===== config.mk =====
export PLATFORM = sky130hd
export DESIGN_NAME = uart_tx_fsm
export DESIGN_NICKNAME = d
export VERILOG_FILES = /design/src/rtl/uart_pkg.sv /design/src/rtl/uart_parity_calc.sv /design/src/rtl/uart_tx_fsm.sv
export SDC_FILE = /design/constraint.sdc
export NUM_CORES = 1
export LEC_CHECK = 0
export BUFFER_PORTS_ARGS = -buffer_cell sky130_fd_sc_hd__clkbuf_2
export CAP_MARGIN = 15
export CORE_MARGIN = 4
export CORE_UTILIZATION = 44
export CTS_CLUSTER_DIAMETER = 80
export DETAILED_ROUTE_END_ITERATION = 6
export GPL_TIMING_DRIVEN = 0
export PLACE_DENSITY = 0.72
export SLEW_MARGIN = 20
export SYNTH_ARGS = -nofsm -noshare
export SYNTH_HDL_FRONTEND = slang
export SYNTH_SLANG_ARGS = --single-unit

===== constraint.sdc =====
create_clock -name CLK -period 1.5 [get_ports CLK]
set_clock_uncertainty 0.2 [all_clocks]
set_input_delay 0.075 -clock CLK [delete_from_list [all_inputs] [get_ports CLK]]
set_output_delay 0.075 -clock CLK [all_outputs]
set_load 0.03 [all_outputs]

===== src/rtl/uart_pkg.sv =====
// Shared encodings for the UART transmit path: FSM states, output-mux codes and parity types.
package uart_pkg;

  typedef enum logic [2:0] {
    StIdle   = 3'b000,
    StStart  = 3'b001,
    StData   = 3'b010,
    StParity = 3'b011,
    StStop   = 3'b100
  } tx_state_e;

  localparam logic [1:0] MUX_START = 2'b00;
  localparam logic [1:0] MUX_STOP  = 2'b01;
  localparam logic [1:0] MUX_DATA  = 2'b10;
  localparam logic [1:0] MUX_PAR   = 2'b11;

  localparam logic PAR_EVEN = 1'b0;
  localparam logic PAR_ODD  = 1'b1;

endpackage


===== src/rtl/uart_parity_calc.sv =====
// Registered parity bit for the frame: XOR-reduce of the byte, inverted for odd parity.
module uart_parity_calc #(
  parameter int unsigned DATA_WIDTH = 8
) (
  input  logic                  clk,
  input  logic                  rst,
  input  logic                  load,
  input  logic [DATA_WIDTH-1:0] data,
  input  logic                  par_typ,
  output logic                  par_bit
);

  // Capture parity on accept; hold it for the rest of the frame.
  always_ff @(posedge clk) begin
    if (!rst) begin
      par_bit <= 1'b0;
    end else if (load) begin
      par_bit <= (^data) ^ par_typ;
    end
  end

endmodule


===== src/rtl/uart_tx_fsm.sv =====
// UART TX frame controller: sequences start, data, optional parity and stop phases.
// All outputs are registered and decoded from the next state.
module uart_tx_fsm
  import uart_pkg::*;
#(
  parameter int unsigned DATA_WIDTH = 8
) (
  input  logic                  CLK,
  input  logic                  RST,
  input  logic                  Data_Valid,
  input  logic [DATA_WIDTH-1:0] P_DATA,
  input  logic                  PAR_EN,
  input  logic                  PAR_TYP,
  input  logic                  ser_done,
  output logic                  ser_en,
  output logic [1:0]            mux_sel,
  output logic                  busy,
  output logic                  par_bit
);

  localparam int unsigned CntW = $clog2(DATA_WIDTH + 2);
  // Last DATA cycle index before the safety timeout forces STOP.
  localparam logic [CntW-1:0] CntMax = CntW'(DATA_WIDTH + 1);

  tx_state_e       state_q, state_d;
  logic [CntW-1:0] cnt_q, cnt_d;
  logic            par_en_q;
  logic            accept;
  logic            ser_en_d, busy_d;
  logic [1:0]      mux_sel_d;

  assign accept = (state_q == StIdle) && Data_Valid;

  uart_parity_calc #(
    .DATA_WIDTH(DATA_WIDTH)
  ) u_parity (
    .clk    (CLK),
    .rst    (RST),
    .load   (accept),
    .data   (P_DATA),
    .par_typ(PAR_TYP),
    .par_bit(par_bit)
  );

  // Next-state logic, including the DATA-phase safety counter.
  always_comb begin
    state_d = state_q;
    cnt_d   = cnt_q;
    case (state_q)
      StIdle: begin
        if (Data_Valid) state_d = StStart;
      end
      StStart: begin
        state_d = StData;
        cnt_d   = '0;
      end
      StData: begin
        if (ser_done) begin
          state_d = par_en_q ? StParity : StStop;
        end else if (cnt_q == CntMax) begin
          state_d = StStop;
        end else begin
          cnt_d = cnt_q + 1'b1;
        end
      end
      StParity: state_d = StStop;
      StStop:   state_d = StIdle;
      default:  state_d = StIdle;
    endcase
  end

  // Output decode from the next state so registered outputs line up with their state.
  always_comb begin
    mux_sel_d = MUX_STOP;
    busy_d    = 1'b1;
    ser_en_d  = 1'b0;
    case (state_d)
      StStart:  mux_sel_d = MUX_START;
      StData: begin
        mux_sel_d = MUX_DATA;
        ser_en_d  = 1'b1;
      end
      StParity: mux_sel_d = MUX_PAR;
      StStop:   mux_sel_d = MUX_STOP;
      default:  busy_d    = 1'b0;
    endcase
  end

  // State, counter, latched parity enable and registered outputs.
  always_ff @(posedge CLK) begin
    if (!RST) begin
      state_q  <= StIdle;
      cnt_q    <= '0;
      par_en_q <= 1'b0;
      mux_sel  <= MUX_STOP;
      busy     <= 1'b0;
      ser_en   <= 1'b0;
    end else begin
      state_q <= state_d;
      cnt_q   <= cnt_d;
      if (accept) par_en_q <= PAR_EN;
      mux_sel <= mux_sel_d;
      busy    <= busy_d;
      ser_en  <= ser_en_d;
    end
  end

endmodule

; After elaboration in Yosys (flattened, before gate mapping)
; Index checks and enable logic that the tools add are counted.
; W data, S select, Z words.
[totals]
register_bits = 13
in_bits = 14
output_inout_bits = 5
elab_cells = 36
[classes]
add_sub_neg = 1
eq_ne = 10
muxes = 11
n_bitwise = 1
n_reduce_logical = 6
[ops]
columns = op, n
row1 = $eq A3 B2 Y1 const B, 4
row2 = $mux W3, 4
row3 = $pmux W3 S4, 1
row4 = $mux W4, 2
row5 = $pmux W4 S2, 1
row6 = $reduce_xor A8 Y1, 1
row7 = $eq A3 B1 Y1 const B, 2
row8 = $pmux W2 S3, 1
row9 = $add A4 B1 Y4 const B, 1
row10 = $eq A4 B4 Y1 const B, 1
row11 = $ne A2 B2 Y1 const B, 2
row12 = $reduce_or A4 Y1, 1
row13 = $eq A3 B3 Y1 const B, 1
row14 = $logic_not A3 Y1, 1
row15 = $reduce_and A3 Y1, 1
row16 = $mux W1, 2
row17 = $reduce_bool A2 Y1, 1
row18 = $logic_and A1 B1 Y1, 1
row19 = $xor A1 B1 Y1, 1

; Longest topological paths before layout
[depth]
word_depth = 7
ltp_mapped = 6
mapped_depth_nobuf = 6

; Hierarchy
; Synthesis repeated with hierarchy kept, for this count alone.
[hier_totals]
cells_unflattened = 80
hier_area_um2 = 748.2
[modules_own_cells]
columns = mod, instances, cells_each, area_each_um2, seq_area_each_um2
row1 = uart_tx_fsm, 1, 69, 633.1, 240.2
row2 = uart_parity_calc, 1, 11, 115.1, 20.0

; Worst setup path after synthesis
; No wires, ideal clock.
[synth_timing]
path_kind = reg2reg
from = register state_q[1]
to = register cnt_q[3]
setup_ns = 0.070
t_arrival_ns = 1.380
t_required_ns = 1.230
setup_slack_ns = -0.149
stages_incl_launch_ff = 6
n_path_buf = 1
period_less_slack_ns = 1.649
path_cell_list = dfxtp_1 > buf_6 > nor2b_4 > a21o_1 > or4_1 > a21oi_1
[synth_between]
elab_chain_len = 3
word_cells_on_any_way = 7
cone_classes = eq/ne (4) / mux (1) / reduce/logical (2)
[synth_lines]
columns = item, line_no
row1 = "start, declared", uart_tx_fsm.sv:25  ; tx_state_e state_q, state_d;
row2 = "start signal, assigned", uart_tx_fsm.sv:92  ; state_q <= StIdle;
row3 = "start signal, assigned", uart_tx_fsm.sv:99  ; state_q <= state_d;
row4 = $eq A3 B2 Y1 or $eq A3 B1 Y1 (tied branches), uart_tx_fsm.sv:49  ; case (state_q)
row5 = $ne A2 B2 Y1 (no line) or $reduce_bool A2 Y1 (tied branches), n/a
row6 = $reduce_and A3 Y1 (no line), n/a
row7 = "end signal, assigned", uart_tx_fsm.sv:100  ; cnt_q <= cnt_d;
row8 = "end, declared", uart_tx_fsm.sv:26  ; logic [CntW-1:0] cnt_q, cnt_d;
; Parallel ways exist; a longest one is shown, timed or not.
; A chain may end at the register's enable or synchronous reset.

; Final worst setup path
[layout_timing]
from = register cnt_q[2]
to = register cnt_q[3]
[layout_between]
elab_chain_len = 4
word_cells_on_any_way = 7
cone_classes = add/sub (1) / eq/ne (2) / mux (3) / reduce/logical (1)
[layout_lines]
columns = item, line_no
row1 = $add A4 B1 Y4, uart_tx_fsm.sv:63  ; cnt_d = cnt_q + 1'b1;
row2 = $mux W4, uart_tx_fsm.sv:60  ; end else if (cnt_q == CntMax) begin
row3 = $mux W4, uart_tx_fsm.sv:58  ; if (ser_done) begin
row4 = $pmux W4 S2, uart_tx_fsm.sv:49
; Parallel ways exist; a longest one is shown, timed or not. The select of a mux whose other input is x is not followed.

==> results_tabular.tex <==
\begin{tabular}{lr}
\hline
Metric & Value \\
\hline
\multicolumn{2}{l}{\textbf{Status}} \\
\quad Result of the run & complete, but fails checks \\
\quad Failing checks & setup timing \\
\multicolumn{2}{l}{\textbf{Place}} \\
\quad Estimated wirelength of the detail-placed design & 1030 µm \\
\quad Buffers added on ports & 18 \\
\quad Placer congestion estimate & 0.770 \\
\quad Cell Area, Placed & 820 µm² \\
\quad Placed cell count & 107 \\
\multicolumn{2}{l}{\textbf{Floorplan}} \\
\quad Area enclosed by the die boundary & 2250 µm² \\
\quad Area inside the core boundary & 1380 µm² \\
\quad Num ports & 19 \\
\quad Width of the chip & 47.5 µm \\
\quad Vertical extent of the die & 47.5 µm \\
\quad Placement Rows & 13 \\
\quad Effective utilization at floorplan & 49.6\% \\
\multicolumn{2}{l}{\textbf{Clocking}} \\
\quad Sinks on the clock net & 13 \\
\quad Clk pin slew, worst setup/hold paths & 0.09 ns \\
\quad Number of H-tree branching levels & 1 \\
\quad Clock latency on the worst-skew pair & 0.28 ns \\
\quad CTS Buffer Depth & 2 \\
\quad Number of buffers created by CTS & 3 \\
\quad Clock tree root driver cell & clkbuf\_4 \\
\quad Clock tree from TritonCTS & done \\
\multicolumn{2}{l}{\textbf{Final layout}} \\
\quad Post-route insts no fill & 130 \\
\quad Antenna diode count & 0 \\
\quad Utilization of the core after routing & 80.1\% \\
\quad Final standard cell area without fillers & 1110 µm² \\
\quad Layout overhead on the synthesized area & 61.5\% \\
\quad Share of cells above drive strength 1 & 48.7\% \\
\quad Post-layout nets & 132 \\
\multicolumn{2}{l}{\textbf{Synthesis}} \\
\quad Post-synthesis sequential area ratio & 38.0\% \\
\quad Avg Cell Area, Syn & 9.27 µm² \\
\quad Synth warnings & 0 \\
\quad Mapped Nets & 90 \\
\quad Synth Register Bits & 13 \\
\quad Library cell occupying the most area in the post-synthesis netlist & dfxtp\_1 \\
\quad Ranking of synthesized cells by area & dfxtp\_1 (38\%), nor2b\_1 (4.6\%), xnor2\_1 (3.8\%) \\
\quad Cell area after synthesis & 686 µm² \\
\quad Cell variety after synth & 32 \\
\quad Instance count of the mapped netlist & 74 \\
\quad Fraction of post-synthesis cell area in the top cell type by area & 38.0\% \\
\multicolumn{2}{l}{\textbf{Power}} \\
\quad Reported leakage power & 0.481 nW \\
\quad PwrDens & 808 nW/µm² \\
\quad Peak VDD IR & 0.723 mV \\
\multicolumn{2}{l}{\textbf{Worst setup path}} \\
\quad Critical Path AT & 1.67 ns \\
\quad Critical path class & reg2reg \\
\quad Maximum fanout encountered on the critical timing path & 5 \\
\quad Setup crit end kind & flip-flop \\
\quad Startpoint Class & flip-flop \\
\quad Endpoint required time on the critical path & 1.53 ns \\
\multicolumn{2}{l}{\textbf{Drt}} \\
\quad WL per Instance & 16.1 µm \\
\quad Antenna-violating nets left & 0 \\
\quad Via total after detailed routing & 762 \\
\quad Initial DRC Count & 21 \\
\quad DRC errors left & 0 \\
\quad Drt first pass iters & 4 \\
\quad Detailed Route WL & 2090 µm \\
\quad Routed vias/inst & 5.86 \\
\multicolumn{2}{l}{\textbf{Timing}} \\
\quad Post-layout worst setup margin & -0.146 ns \\
\quad Fraction of the cycle the final worst path needs & 110\% \\
\quad Slew at the pin closest to its max-slew limit & 0.301 ns \\
\quad Final hold violation count & 0 \\
\quad RSZ-0062 raised after global routing & true \\
\quad Upper clock frequency limit & 607 MHz \\
\quad Max-slew headroom at the worst pin & 79.9\% \\
\quad Final worst path period need & 1.65 ns \\
\quad Total of endpoints with negative setup slack in the final report & 5 \\
\quad Number of pins with negative max-slew slack in the final report & 0 \\
\multicolumn{2}{l}{\textbf{Global route}} \\
\quad Gr usage total & 18.2\% \\
\quad Pin count of the biggest net entering global routing & 9 \\
\quad Initial antenna violation count & 0 \\
\quad Grt total ovfl & 0 \\
\quad First-pass GRT wire length & 2820 µm \\
\quad Number of global-route vias before repair & 649 \\
\multicolumn{2}{l}{\textbf{Hold path}} \\
\quad Hold Path Class & in2reg \\
\multicolumn{2}{l}{\textbf{Job}} \\
\quad Max\_cap viols & 0 \\
\hline
\end{tabular}
## worst max-delay path, stage by stage, from the launching register on
cell,delay [ns]
dfxtp_1,0.46
nand3b_1,0.22
a21oi_4,0.09
or4_4,0.49
a21oi_2,0.12
## final cells by class
| class | count | area [µm²] |
|---|---|---|
| timing repair buffer | 38 | 277 |
| inverter | 2 | 7.51 |
| clock buffer | 4 | 26.3 |
| multi-input combinational | 58 | 504 |
| fill | 89 | 275 |
| sequential | 13 | 274 |
| tap | 15 | 18.8 |
## layout by cell type (no fill, tap or decap), types with 2 or more instances in the layout
cell / netlist / routed
a21oi_2: 0 / 2
a31oi_1: 2 / 2
buf_4: 0 / 11
buf_6: 1 / 3
clkbuf_2: 0 / 18
clkbuf_4: 0 / 3
dfxtp_1: 13 / 8
dfxtp_2: 0 / 2
dfxtp_4: 0 / 3
dlygate4sd3_1: 0 / 5
nand2_1: 4 / 4
nand3_1: 2 / 2
nor2_1: 6 / 6
nor2b_1: 5 / 5
nor2b_4: 1 / 2
nor3_1: 3 / 3
o21a_1: 2 / 2
o21ai_0: 3 / 2
o31ai_1: 2 / 2
xnor2_1: 3 / 3
xor2_1: 2 / 2
## sequential cells by signal, indices dropped and copies added (netlist names)
signal	count
par_en_q	1
busy	1
ser_en	1
state_q	3
mux_sel	2
cnt_q	4
u_parity.par_bit	1
## timing repair
item | 4_1_cts | 5_1_grt
hold endpoints to repair | 8 | 0
cloned | 0 | 0
resized for setup | 13 | 13
hold buffers | 5 | 0
pin swaps | 7 | 10
setup buffers | 11 | 4
setup endpoints to repair | 7 | 7
## metrics by stage
stage | worst slack (ns) | hold slack (ns) | TNS (ns) | power, W
6_report | -0.146 | 0.0250 | -0.430 | 0.000895
4_1_cts | -0.143 | 0.0135 | -0.395 | 0.000844
3_5_place_dp | -0.222 | 0.146 | -0.939 | 0.000573
5_1_grt | -0.198 | 0.0452 | -0.845 | 0.000932
2_1_floorplan | -0.0799 | -0.00546 | -0.276 | 0.000519
3_3_place_gp | -0.197 | 0.139 | -0.814 | 0.000569
## final timing paths
check	start	end	slack [ns]	depth (start not counted)
hold reg to reg	cnt_q[3]	cnt_q[3]	0.34	2
hold / removal	P_DATA[1]	u_parity.par_bit	0.03	4
setup / recovery	cnt_q[2]	cnt_q[3]	-0.15	4
setup reg to reg	cnt_q[2]	cnt_q[3]	-0.15	4
## routing by layer
| layer | track usage, % | vias to the layer above | part of all wire [%] |
|---|---|---|---|
| li1 | - | 349 | - |
| met1 | 21.4 | 362 | 38 |
| met2 | 29.1 | 39 | 51 |
| met3 | 6.39 | 12 | 6.0 |
| met4 | 8.84 | 0 | 4.3 |
| met5 | 0 | - | 0 |
## logic make-up after synthesis
kind of cell             after synthesis  share of synthesized area [%]
AO/OA/AOI/OAI                         17                           16.4
XOR/XNOR                               6                           9.67
adder cells (fa/ha/maj)                2                           3.65
buffers and inverters                  3                           2.74
flip-flops                            13                           38.0
multiplexers                           1                           1.46
AND/OR/NAND/NOR                       32                           28.1
## power by group
part | switching (W) | internal, W | total (W)
clock network | 0.000128 | 0.000103 | 0.000232
registers | 0.0000207 | 0.000367 | 0.000388
logic | 0.000130 | 0.000146 | 0.000276
total | 0.000279 | 0.000616 | 0.000895
## cells in the mapped netlist, drive strengths merged
| master | count |
|---|---|
| dfxtp | 13 |
| nor2b | 7 |
| nor2 | 6 |
| a21oi | 4 |
| nand2 | 4 |
| nor3 | 3 |
| o21ai | 3 |
| xnor2 | 3 |
| a31oi | 2 |
| ha | 2 |
| inv | 2 |
| nand3 | 2 |
| nor3b | 2 |
| o21a | 2 |
| o31ai | 2 |
| or4 | 2 |
| xor2 | 2 |
| a211o | 1 |
| a21boi | 1 |
| a21o | 1 |
| and2 | 1 |
| buf | 1 |
| mux2i | 1 |
| nand2b | 1 |
| nand3b | 1 |
| nor4b | 1 |
| nor4bb | 1 |
| o311a | 1 |
| or3 | 1 |
| xnor3 | 1 |
No activity file was read; power rests on OpenSTA's default activity.
